## src/rtl/playback_sample_streamer.sv

```systemverilog
// Sample FIFO between track storage and the I2S transmitter: accepts samples over
// valid/ready and releases one per I2S frame, paced by the transmitter's word-select.
module playback_sample_streamer #(
  parameter int WORD_WIDTH  = 8,
  parameter int FIFO_DEPTH  = 16,
  parameter int PRIME_LEVEL = 8
) (
  input  logic                          clk,
  input  logic                          rst,
  input  logic                          play_en,
  input  logic                          ws,
  input  logic [WORD_WIDTH-1:0]         din,
  input  logic                          din_valid,
  output logic                          din_ready,
  output logic [WORD_WIDTH-1:0]         sample_out,
  output logic                          sample_strobe,
  output logic                          playing,
  output logic                          underrun,
  output logic [7:0]                    underrun_count,
  output logic [$clog2(FIFO_DEPTH):0]   fifo_level
);

  localparam int AW = $clog2(FIFO_DEPTH);
  localparam int LW = AW + 1;

  typedef enum logic [1:0] {IDLE, PRIME, PLAY} state_t;

  state_t                state_reg, state_next;
  logic                  ws_meta_reg, ws_s_reg, ws_d_reg;
  logic [AW-1:0]         wr_ptr_reg, rd_ptr_reg;
  logic [LW-1:0]         level_reg;
  logic [WORD_WIDTH-1:0] mem [FIFO_DEPTH];
  logic [WORD_WIDTH-1:0] rd_data_reg;
  logic [WORD_WIDTH-1:0] sample_reg;
  logic                  strobe_reg;
  logic                  pop_pending_reg, mute_pending_reg;
  logic                  underrun_reg;
  logic [7:0]            underrun_count_reg;
  logic                  frame_tick, push, pop, underrun_hit;

  // Falling edge of the synchronized word-select marks the start of the left word.
  assign frame_tick   = ws_d_reg & ~ws_s_reg;
  assign din_ready    = (state_reg != IDLE) && (level_reg < LW'(FIFO_DEPTH));
  assign push         = din_valid & din_ready;
  assign pop          = (state_reg == PLAY) && frame_tick && (level_reg != '0);
  assign underrun_hit = (state_reg == PLAY) && frame_tick && (level_reg == '0);

  always_ff @(posedge clk) begin
    if (rst) state_reg <= IDLE;
    else     state_reg <= state_next;
  end

  always_comb begin
    state_next = state_reg;
    if (!play_en) begin
      state_next = IDLE;
    end else begin
      case (state_reg)
        IDLE:    state_next = PRIME;
        PRIME:   if (level_reg >= LW'(PRIME_LEVEL)) state_next = PLAY;
        PLAY:    state_next = PLAY;
        default: state_next = IDLE;
      endcase
    end
  end

  // Storage with registered read; the head word lands in rd_data_reg on the pop edge
  // and reaches sample_out one edge later.
  always_ff @(posedge clk) begin
    if (push) mem[wr_ptr_reg] <= din;
    rd_data_reg <= mem[rd_ptr_reg];
  end

  always_ff @(posedge clk) begin
    if (rst) begin
      ws_meta_reg        <= 1'b1;
      ws_s_reg           <= 1'b1;
      ws_d_reg           <= 1'b1;
      wr_ptr_reg         <= '0;
      rd_ptr_reg         <= '0;
      level_reg          <= '0;
      sample_reg         <= '0;
      strobe_reg         <= 1'b0;
      pop_pending_reg    <= 1'b0;
      mute_pending_reg   <= 1'b0;
      underrun_reg       <= 1'b0;
      underrun_count_reg <= '0;
    end else begin
      ws_meta_reg <= ws;
      ws_s_reg    <= ws_meta_reg;
      ws_d_reg    <= ws_s_reg;
      if (!play_en) begin
        // Flush discards any push in flight and any pending frame output.
        wr_ptr_reg       <= '0;
        rd_ptr_reg       <= '0;
        level_reg        <= '0;
        sample_reg       <= '0;
        strobe_reg       <= 1'b0;
        pop_pending_reg  <= 1'b0;
        mute_pending_reg <= 1'b0;
      end else begin
        if (state_reg == IDLE) begin
          underrun_reg       <= 1'b0;
          underrun_count_reg <= '0;
        end
        if (push) wr_ptr_reg <= wr_ptr_reg + 1'b1;
        if (pop)  rd_ptr_reg <= rd_ptr_reg + 1'b1;
        case ({push, pop})
          2'b10:   level_reg <= level_reg + 1'b1;
          2'b01:   level_reg <= level_reg - 1'b1;
          default: level_reg <= level_reg;
        endcase
        pop_pending_reg  <= pop;
        mute_pending_reg <= underrun_hit;
        strobe_reg       <= pop_pending_reg | mute_pending_reg;
        if (pop_pending_reg) begin
          sample_reg <= rd_data_reg;
        end else if (mute_pending_reg) begin
          sample_reg   <= '0;
          underrun_reg <= 1'b1;
          if (underrun_count_reg != 8'hFF) underrun_count_reg <= underrun_count_reg + 8'd1;
        end
      end
    end
  end

  assign sample_out     = sample_reg;
  assign sample_strobe  = strobe_reg;
  assign playing        = (state_reg == PLAY);
  assign underrun       = underrun_reg;
  assign underrun_count = underrun_count_reg;
  assign fifo_level     = level_reg;

endmodule

```

## config.mk

```make
export PLATFORM = sky130hd
export DESIGN_NAME = playback_sample_streamer
export DESIGN_NICKNAME = d
export VERILOG_FILES = /design/src/rtl/playback_sample_streamer.sv
export SDC_FILE = /design/constraint.sdc
export NUM_CORES = 1
export LEC_CHECK = 0
export ABC_AREA = 1
export CAP_MARGIN = 10
export CORE_UTILIZATION = 50
export DETAILED_ROUTE_END_ITERATION = 7
export PLACE_DENSITY = 0.78
export RECOVER_POWER = 25
export SLEW_MARGIN = 20
export SYNTH_ARGS = -nofsm -noshare
export SYNTH_HDL_FRONTEND = slang
export SYNTH_SLANG_ARGS = --single-unit
```

## constraint.sdc

```tcl
create_clock -name clk -period 3.8 [get_ports clk]
set_clock_uncertainty 0.05 [all_clocks]
set_input_delay 0.38 -clock clk [delete_from_list [all_inputs] [get_ports clk]]
set_output_delay 0.38 -clock clk [all_outputs]
set_load 0.01 [all_outputs]
```

* Word level (Yosys, flattened, before mapping)
Memories as Yosys holds them, arrays and structs flattened. A register that Yosys moved wholly into a read port is not among the register bits.
Index checks and enable logic that the tools add are counted.
** Storage, ports and cells
- Memories kept :: 1
- Output and inout bits :: 25
- Bits in latches :: 0
- ROM bits :: 0
- Register bits :: 38
- Bits of input ports :: 13
- Word-level logic and storage cells :: 57
- Memory bits (writable) :: 128
** Cells by class
- Divide/modulo/power cells :: 0
- Equality and inequality tests :: 6
- Multiply operators :: 0
- Multiplexer cells :: 14
- Shift-type cells :: 0
- Bitwise operators :: 5
- Order comparisons :: 2
- Reduce and logical (&&, ||, !) cells :: 11
- Add/subtract/negate cells :: 5
** Memory list
- mem :: depth 16, bits a word 8, read ports 1, clocked after Yosys merged registers in 1, wr ports 1, RTL line 32 : logic [WORD_WIDTH-1:0] mem [FIFO_DEPTH];
** Operators by type and width (count)
- two-way mux 8 bit :: 6
- one-hot mux 5 bit (2 select lines) :: 1
- adder 4 x 1 -> 4 bit (second input constant) :: 2
- adder 8 x 1 -> 8 bit (second input constant) :: 1
- inequality test 8 bit (second input constant) :: 1
- one-hot mux 2 bit (3 select lines) :: 1
- nonzero test 2 bit :: 3
- adder 5 x 1 -> 5 bit (second input constant) :: 1
- greater-or-equal comparator 5 x 4 -> 1 bit (second input constant) :: 1
- zero test 5 bit :: 1
- < comparator 5 bit (second input constant) :: 1
- two-way mux 1 bit :: 5
- nonzero test 5 bit :: 1
- subtractor 5 x 1 -> 5 bit (second input constant) :: 1
- equality test 2 x 1 -> 1 bit (second input constant) :: 2
- equality test 2 bit (second input constant) :: 2
- logical AND 1 bit :: 4
- bitwise AND 1 bit :: 2
- zero test 2 bit :: 1
- two-way mux 2 bit :: 1
- inequality test 2 bit (second input constant) :: 1
- inverter 1 bit :: 2
- OR reduction 2 bit :: 1
- bitwise OR 1 bit :: 1

* Longest topological paths before layout
Gate-level depths: netlist of run 1.
- Depth in word-level cells :: 6
- Mapped depth :: 17
- Depth with buffers taken out :: 17

* Worst setup path before layout of run 1
No wires, ideal clock.
- Path kind :: register to register
- From :: reg state_reg[0]
- To :: reg level_reg[2], in the netlist fifo_level[2]
- Data required time :: 3635 ps
- Cell stages (with the launch flop) :: 13
- Library setup time :: 115 ps
- Path buffers :: 0
- Path slack :: 1624 ps
- Arrival :: 2010 ps
- Clock period less this slack :: 2176 ps
- Path through :: dfxtp_1 -> inv_1 -> ha_1 -> nor2_1 -> nand2_2 -> ha_1 -> xor2_1 -> ha_1 -> inv_1 -> nand2_1 -> xor2_1 -> o21ai_0 -> inv_1
** Between the ends
- Longest elaborated chain between the ends :: 5
- Elaborated cells on any way between the ends :: 10
- Classes of those cells :: 3 x eq/ne; 1 x mux; 1 x bitwise; 5 x reduce/logical
** Ends and longest elaborated chain
- start, declared :: RTL line 28 : state_t state_reg, state_next;
- start signal, assigned :: RTL line 50 : else state_reg <= state_next;
- nonzero test 2 bit (*) :: RTL line 43 : assign din_ready = (state_reg != IDLE) && (level_reg < LW'(FIFO_DEPTH));
- logical AND 1 bit (*) :: RTL line 43
- net din_ready :: RTL line 14 : output logic din_ready,
- bitwise AND 1 bit (*) :: RTL line 44 : assign push = din_valid & din_ready;
- equality test 2 x 1 -> 1 bit or equality test 2 bit (tied branches) :: RTL line 108 : case ({push, pop})
- one-hot mux 5 bit (2 select lines) or nonzero test 2 bit (tied branches)
- end signal, assigned :: RTL line 109 : 2'b10: level_reg <= level_reg + 1'b1;
- end signal, assigned :: RTL line 110 : 2'b01: level_reg <= level_reg - 1'b1;
- end signal, assigned :: RTL line 111 : default: level_reg <= level_reg;
- end, declared :: RTL line 31 : logic [LW-1:0] level_reg;
Mark *: on every way through the listed nets, which the timed path passes. The rest lies on a longest branch.
A chain may end at the register's enable or synchronous reset.

* Worst setup path after layout of run 1
- From :: reg state_reg[0]
- To :: reg level_reg[4], in the netlist fifo_level[4]
** Between the ends
- Longest elaborated chain between the ends :: 5
- Elaborated cells on any way between the ends :: 10
- Classes of those cells :: 3 x eq/ne; 1 x mux; 1 x bitwise; 5 x reduce/logical
** Ends and longest elaborated chain
- equality test 2 bit (*) :: RTL line 45 : assign pop = (state_reg == PLAY) && frame_tick && (level_reg != '0);
- logical AND 1 bit (*) (2 in series) :: RTL line 45
- net pop :: RTL line 39 : logic frame_tick, push, pop, underrun_hit;
- equality test 2 x 1 -> 1 bit or equality test 2 bit (tied branches) :: RTL line 108
- one-hot mux 5 bit (2 select lines) or nonzero test 2 bit (tied branches)
Marked as above.

==> results of run 1 <==
-- synthesized netlist by cell type (all sizes together), types with 12 or more instances --
cell	instances	share of area, %
buf	23	2.3
o21ai	80	5.7
nand3	32	2.3
o211ai	16	1.7
a21oi	29	2.0
edfxtp	128	54
nor2	113	6.5
dfxtp	46	13
inv	31	1.6
nand2	75	4.1
o221ai	16	2.0
ha	12	2.1
-- cells in the final DEF, fill, tap and decap left out, types with 2 or more instances in the layout --
master | netlist | layout
nor2_4 | 3 | 3
o221ai_1 | 16 | 16
nand3_1 | 31 | 31
clkdlybuf4s50_1 | 0 | 30
dfxtp_1 | 46 | 45
inv_2 | 6 | 6
o21ai_0 | 77 | 77
xor2_1 | 4 | 4
clkinv_2 | 1 | 5
ha_1 | 12 | 12
dlygate4sd3_1 | 0 | 7
nand4_1 | 2 | 2
clkinv_1 | 2 | 2
nor3b_2 | 2 | 2
nand2_1 | 71 | 71
o21ai_1 | 2 | 2
nor2_1 | 108 | 108
or2_2 | 3 | 3
o211ai_1 | 16 | 16
inv_1 | 25 | 25
clkbuf_16 | 0 | 17
clkbuf_8 | 0 | 2
edfxtp_1 | 128 | 128
nand2_2 | 4 | 4
buf_4 | 6 | 3
a21oi_1 | 29 | 29
clkbuf_1 | 3 | 6
nor3_1 | 3 | 3
-- per-stage QoR --
step | cells | hold slack (ns)
floorplan | 629 | 0.339
global placement | 822 | 0.358
detailed placement | 822 | 0.354
CTS | 854 | 0.370
global route | 854 | 0.415
finish | 854 | 0.368
-- cell families (layout without fill, tap and decap cells) --
family | Yosys count | count (layout) | synth area share [%]
xor gates and xnor gates | 4 | 4 | 0.491
DFF | 174 | 174 | 66.8
and+or+nand+nor | 233 | 233 | 14.3
buffers and inverters | 61 | 106 | 4.38
adders and majority gates | 12 | 12 | 2.10
AOI/OAI and AO/OA | 145 | 145 | 12.0
-- routing by layer --
metal  global-route usage [%]  part of all wire (%)  up-vias
met5                        0                     0        -
met4                     10.5                   1.6        0
met3                     5.17                   7.9       27
met2                     34.7                    49      244
met1                     27.7                    42     2308
li1                         -                     -     2296
-- power by group through the flow --
stage | Clock [mW] | Sequential (mW) | Combinational, mW
finish | 1.61 | 2.05 | 0.0944
global route | 1.71 | 2.05 | 0.104
CTS | 1.63 | 2.05 | 0.0960
detailed placement | 0 | 2.09 | 0.0951
global placement | 0 | 2.09 | 0.0918
floorplan | 0 | 2.09 | 0.0417
-- worst reg2reg max path, stage by stage, from the launching register on --
cell and delay [ns]:
dfxtp_1 0.33, inv_1 0.08, ha_1 0.17, nand2_1 0.07, nor2_1 0.14, nand2_2 0.12, inv_2 0.10, ha_1 0.27
xor2_1 0.23, ha_1 0.18, inv_1 0.04, nand2_1 0.09, nand3_1 0.12, nand2_1 0.10, nand2_1 0.05, nand2_1 0.06
nand2_1 0.06, a21oi_1 0.13
-- worst paths after layout --
check	from	to	slack, ns	depth (start not counted)
setup / recovery	state_reg[0]$_SDFFE_PP0P_	fifo_level[4]$_SDFFE_PP0P_	1.35	17
hold / removal	ws_meta_reg$_SDFF_PP1_	ws_s_reg$_SDFF_PP1_	0.37	1
setup reg to reg	state_reg[0]$_SDFFE_PP0P_	fifo_level[4]$_SDFFE_PP0P_	1.35	17
hold reg to reg	ws_meta_reg$_SDFF_PP1_	ws_s_reg$_SDFF_PP1_	0.37	1
-- area by class of cell --
class / instances / area, µm² / share of cell area [%]
inverters: 34 / 129 / 1.59
well taps: 180 / 225 / 2.78
multi-input cells: 394 / 2060 / 25.4
clock inverters: 7 / 63.8 / 0.787
clock buffers: 25 / 475 / 5.86
flip-flops and latches: 174 / 4770 / 58.8
repair buffers: 40 / 393 / 4.84
==> impl_metrics.csv, run 1 <==
group,metric,value,unit
clock_network,cts_buffers,17,
die,start_util,51.4,%
routing,drtIter0Drc,614,
sta,rsz0062_at_grt,"false",
routing,antenna_left,0,
die,rows,43,
sta,layout_min_cycle_time,2.45,ns
pwr,p_leak,2.72,nW
min_path,hp-class,"flop to flop",
pwr,pwr-share-seq,54.7,%
clock_network,cts_sinks,174,
routing,wl,14800,µm
global_route,first_global_vias,4820,
routing,drt-pass1-iter-count,6,
placement,portBuffers,37,
final_layout,largest_reg_flops,128,
clock_network,ctsHtreeMaxLevel,4,
die,core,13900,µm²
setup_path,crit_required,4.11,ns
sta,postLayoutSetupSlackWorst,1.35,ns
yosys,synth_fp_nets,654,
status,status,"completed",
sta,max_clock_freq,408,MHz
setup_path,critPathBufInv,3,
placement,dpl-instance-area,7570,µm²
setup_path,crit_family,"simple AND/OR/NAND/NOR gates",
yosys,ys_ff_latch,174,
global_route,gr-usage-all-layers,21.7,%
pwr,p_sw,0.748,mW
placement,place_congestion,0.886,
clock_network,clkTransAtPathRegs,0.06,ns
setup_path,start_kind,"flop",
die,fp.dieArea,14800,µm²
yosys,synthFlopType,"edfxtp_1",
setup_path,timing.critical_path.mode_cell,"nand2_1",
setup_path,worstPathMaxFanout,7,
clock_network,postCtsHoldBufs,0,
placement,dpl.hpwl,9240,µm
clock_network,ctsRootBufferMaster,"clkbuf_16",
pwr,power_density,463,nW/µm²
placement,post-place-ws,1.39,ns
final_layout,fin_area,8110,µm²
flow_run,drv_cap,0,
routing,post-route-drc-count,0,
setup_path,end_kind,"flop",
die,die_w,121,µm
yosys,synth_cells,629,
sta,setup_viol,0,
yosys,netlist_area,7130,µm²
clock_network,cts.repair.resized,0,
global_route,antenna_found_initial,0,
global_route,grt_pass1_wl,23800,µm
sta,hold_viol,0,
sta,worst_pin_slew,1.06,ns
pwr,switching_share,19.9,%
yosys,yosysWarnings,0,
setup_path,arrival,2.76,ns
routing,vias,4875,
pwr,peakVddDrop,0.000369,V
yosys,synth-edff-count,128,
clock_network,cts_setup_buffers,0,
yosys,ys_seq_area_share,66.8,%
setup_path,crit_slowest_cell,"dfxtp_1",
final_layout,diodes,0,
final_layout,final_util,58.4,%
clock_network,cts_tree,"yes",
clock_network,clockBufferDepth,2,
pwr,p_int,3.01,mW
final_layout,fillCellCount,1095,
final_layout,nets,686,
yosys,synthArstFlopShare,0,%
clock_network,clkLatencyLatePin,0.43,ns
global_route,grt_overflow_total,0,
pwr,p_clk_share,42.8,%
die,fp.dieH,121,µm
sta,slew_violations,0,
final_layout,top_register,"mem",
yosys,avgSynthCellArea,11.3,µm²
final_layout,syn2layout_area_growth,13.7,%
pwr,total_power,3.76,mW
pwr,combPwrFrac,2.5,%
die,io_pins,38,
final_layout,drive_above_1_share,8.31,%
setup_path,cpPeakStageDelay,0.33,ns
setup_path,cp_cell_sequence,"inv_1 -> ha_1 -> nand2_1 -> nor2_1 -> nand2_2 -> inv_2 -> ha_1 -> xor2_1 -> ha_1 -> inv_1 -> nand2_1 -> nand3_1 -> nand2_1 -> nand2_1 -> nand2_1 -> nand2_1 -> a21oi_1",
yosys,yosysUniqueCellTypes,38,
setup_path,crit_type,"flop to flop",
routing,wire_per_inst,17.4,µm
routing,routed_via_density,5.71,
sta,post-route-period-util,64.5,%
sta,fin_tns_setup,0,ns
global_route,grt_max_degree,67,
sta,slew_headroom,29.3,%
Power figures use the tool's default switching activity.
==> inputs of run 2 (changes only) <==
==> constraint.sdc (replaced) <==
create_clock -name clk -period 2.46 [get_ports clk]
set_clock_uncertainty 0.05 [all_clocks]
set_input_delay 0.246 -clock clk [delete_from_list [all_inputs] [get_ports clk]]
set_output_delay 0.246 -clock clk [all_outputs]
set_load 0.01 [all_outputs]
==> run 2 against run 1 <==
  * Flip-flop and latch count stayed put
  * Cell area is 3.4% higher
  * Register-to-register slack worse by 1.2 ns
  * Combinational power is 64% higher
  * Critical path depth stayed put
  * Sequential share of layout area is 1.9 points lower
  * Routed wire length hardly changed
  * Sequential power is 55% higher
  * Worst hold slack better by 0.0022 ns
  * Global-route usage is 0.075 points lower
  * Critical path type unchanged
  * Largest power group unchanged
==> impl_metrics.csv, run 2 (synthesized netlist as in run 1, its figures left out) <==
group,metric,value,unit
flow_run,drv_cap,0,
final_layout,nets,707,
die,rows,43,
setup_path,crit_cells,17,
placement,dpl.hpwl,9480,µm
setup_path,end_kind,"flop",
setup_path,cpPeakStageDelay,0.33,ns
final_layout,mostFrequentLayoutCells,"edfxtp_1 (128), nor2_1 (105), o21ai_0 (77)",
placement,portBuffers,37,
pwr,combPwrFrac,2.6,%
clock_network,cts_tree,"yes",
pwr,switching_share,21.0,%
setup_path,r2r_start,"state_reg[0]$_SDFFE_PP0P_",
final_layout,syn2layout_area_growth,17.5,%
setup_path,reg2reg_slack,0.18,ns
global_route,grt_max_degree,67,
min_path,min_from,"ws_meta_reg$_SDFF_PP1_",
setup_path,worstPathMaxFanout,7,
sta,max_clock_freq,440,MHz
sta,slew_violations,0,
global_route,grt_overflow_total,0,
final_layout,diodes,0,
pwr,p_sw,1.25,mW
status,status,"completed",
global_route,first_global_vias,4922,
clock_network,ctsHtreeMaxLevel,4,
sta,worst_pin_slew,0.601,ns
sta,post-route-period-util,92.5,%
global_route,gr-usage-all-layers,21.6,%
final_layout,largest_reg_flops,128,
global_route,grt_pass1_wl,23800,µm
setup_path,reg2regPathDepth,17,
min_path,holdPathStages,1,
final_layout,top_register,"mem",
setup_path,crit_type,"flop to flop",
clock_network,clockBufferDepth,2,
pwr,peakVddDrop,0.000544,V
setup_path,arrival,2.59,ns
final_layout,final_common_cell,"edfxtp_1",
sta,layout_min_cycle_time,2.28,ns
global_route,antenna_found_initial,0,
min_path,hold_end,"ws_s_reg$_SDFF_PP1_",
routing,post-route-drc-count,0,
setup_path,crit_required,2.77,ns
clock_network,clkTransAtPathRegs,0.07,ns
pwr,p_int,4.68,mW
routing,drtIter0Drc,395,
die,start_util,51.4,%
clock_network,clkLatencyLatePin,0.43,ns
pwr,power_density,707,nW/µm²
routing,wire_per_inst,16.9,µm
setup_path,critPathBufInv,3,
die,fp.dieH,121,µm
setup_path,crit_family,"simple AND/OR/NAND/NOR gates",
placement,place_congestion,0.868,
die,die_w,121,µm
min_path,hp-class,"flop to flop",
clock_network,ctsRootBufferMaster,"clkbuf_16",
die,io_pins,38,
routing,wl,14800,µm
sta,hold_slack,0.370,ns
setup_path,start_kind,"flop",
pwr,total_power,5.92,mW
sta,setup_viol,0,
routing,drt-pass1-iter-count,5,
die,fp.dieArea,14800,µm²
setup_path,crit_slowest_cell,"dfxtp_1",
pwr,p_clk_share,43.8,%
pwr,p_leak,2.87,nW
clock_network,cts_buffers,17,
final_layout,drive_above_1_share,12.8,%
setup_path,timing.critical_path.mode_cell,"nand2_1",
setup_path,cp_cell_sequence,"inv_1 -> ha_2 -> nand2_2 -> nor2_4 -> nand2_4 -> inv_4 -> ha_4 -> xor2_2 -> ha_1 -> inv_1 -> nand2_1 -> nand3_2 -> nand2_1 -> nand2_1 -> nand2_1 -> nand2_1 -> a21oi_1",
pwr,pwr-share-seq,53.6,%
routing,antenna_left,0,
die,core,13900,µm²
clock_network,cts_sinks,174,
sta,slew_headroom,59.7,%
sta,fin_tns_setup,0,ns
setup_path,r2r-end,"fifo_level[4]$_SDFFE_PP0P_",
sta,hold_viol,0,
routing,vias,4926,
routing,routed_via_density,5.63,
==> run 2: how the worst max path moves through the flow <==
stage,start,to,slack [ns]
5_1_grt,state_reg[0]$_SDFFE_PP0P_,fifo_level[4]$_SDFFE_PP0P_,-0.002
3_5_place_dp,state_reg[0]$_SDFFE_PP0P_,fifo_level[4]$_SDFFE_PP0P_,0.03
3_3_place_gp,state_reg[0]$_SDFFE_PP0P_,fifo_level[4]$_SDFFE_PP0P_,0.27
4_1_cts,state_reg[0]$_SDFFE_PP0P_,fifo_level[4]$_SDFFE_PP0P_,0.04
2_1_floorplan,state_reg[0]$_SDFFE_PP0P_,fifo_level[2]$_SDFFE_PP0P_,0.28
6_report,state_reg[0]$_SDFFE_PP0P_,fifo_level[4]$_SDFFE_PP0P_,0.18
==> run 2: final cells by class <==
type                            instances  area [µm²]
Inverter                               34         131
Sequential cell                       174        4770
Fill cell                            1036        5500
Clock buffer                           21         493
Clock inverter                         11        90.1
Tap cell                              180         225
Multi-Input combinational cell        394        2100
Timing Repair Buffer                   61         572
==> run 2: metrics by stage <==
stage	area, µm²	utilization, %	setup slack [ns]	cells
6_report	8380	60.4	0.185	875
5_1_grt	8380	60.4	-0.00205	875
4_1_cts	8330	60.0	0.0439	873
3_5_place_dp	7740	55.7	0.0263	841
3_3_place_gp	7740	55.7	0.266	841
2_1_floorplan	7130	-	0.284	629
==> run 2: repair_timing <==
action,CTS,global route
hold buffers,0,0
gates resized for setup,2,10
endpoints found under the setup margin,1,2
pin swaps,0,2
setup buffers,0,2
hold endpoints to repair,0,0
==> run 2: power by group through the flow <==
stage | clock network (mW) | logic [mW] | registers (mW)
after floorplan | 0 | 0.0644 | 3.23
after global placement | 0 | 0.141 | 3.23
after detailed placement | 0 | 0.148 | 3.24
after CTS | 2.62 | 0.150 | 3.17
after global routing | 2.75 | 0.170 | 3.17
final | 2.60 | 0.155 | 3.17
==> run 2: layer usage <==
| layer | vias to the layer above | track usage [%] | part of all wire (%) |
|---|---|---|---|
| li1 | 2332 | - | - |
| met3 | 36 | 5.87 | 6.8 |
| met4 | 0 | 10.6 | 2.2 |
| met5 | - | 0 | 0 |
| met1 | 2360 | 25.3 | 40 |
| met2 | 198 | 36.6 | 51 |
==> run 2: worst register-to-register path: cells and delay by family, from the launching register on <==
family	cells	cell delay, ns
adders and majority gates	3	0.55
AOI/OAI and AO/OA	1	0.11
xor gates and xnor gates	1	0.18
DFF	1	0.33
and+or+nand+nor	9	0.76
buffers and inverters	3	0.22
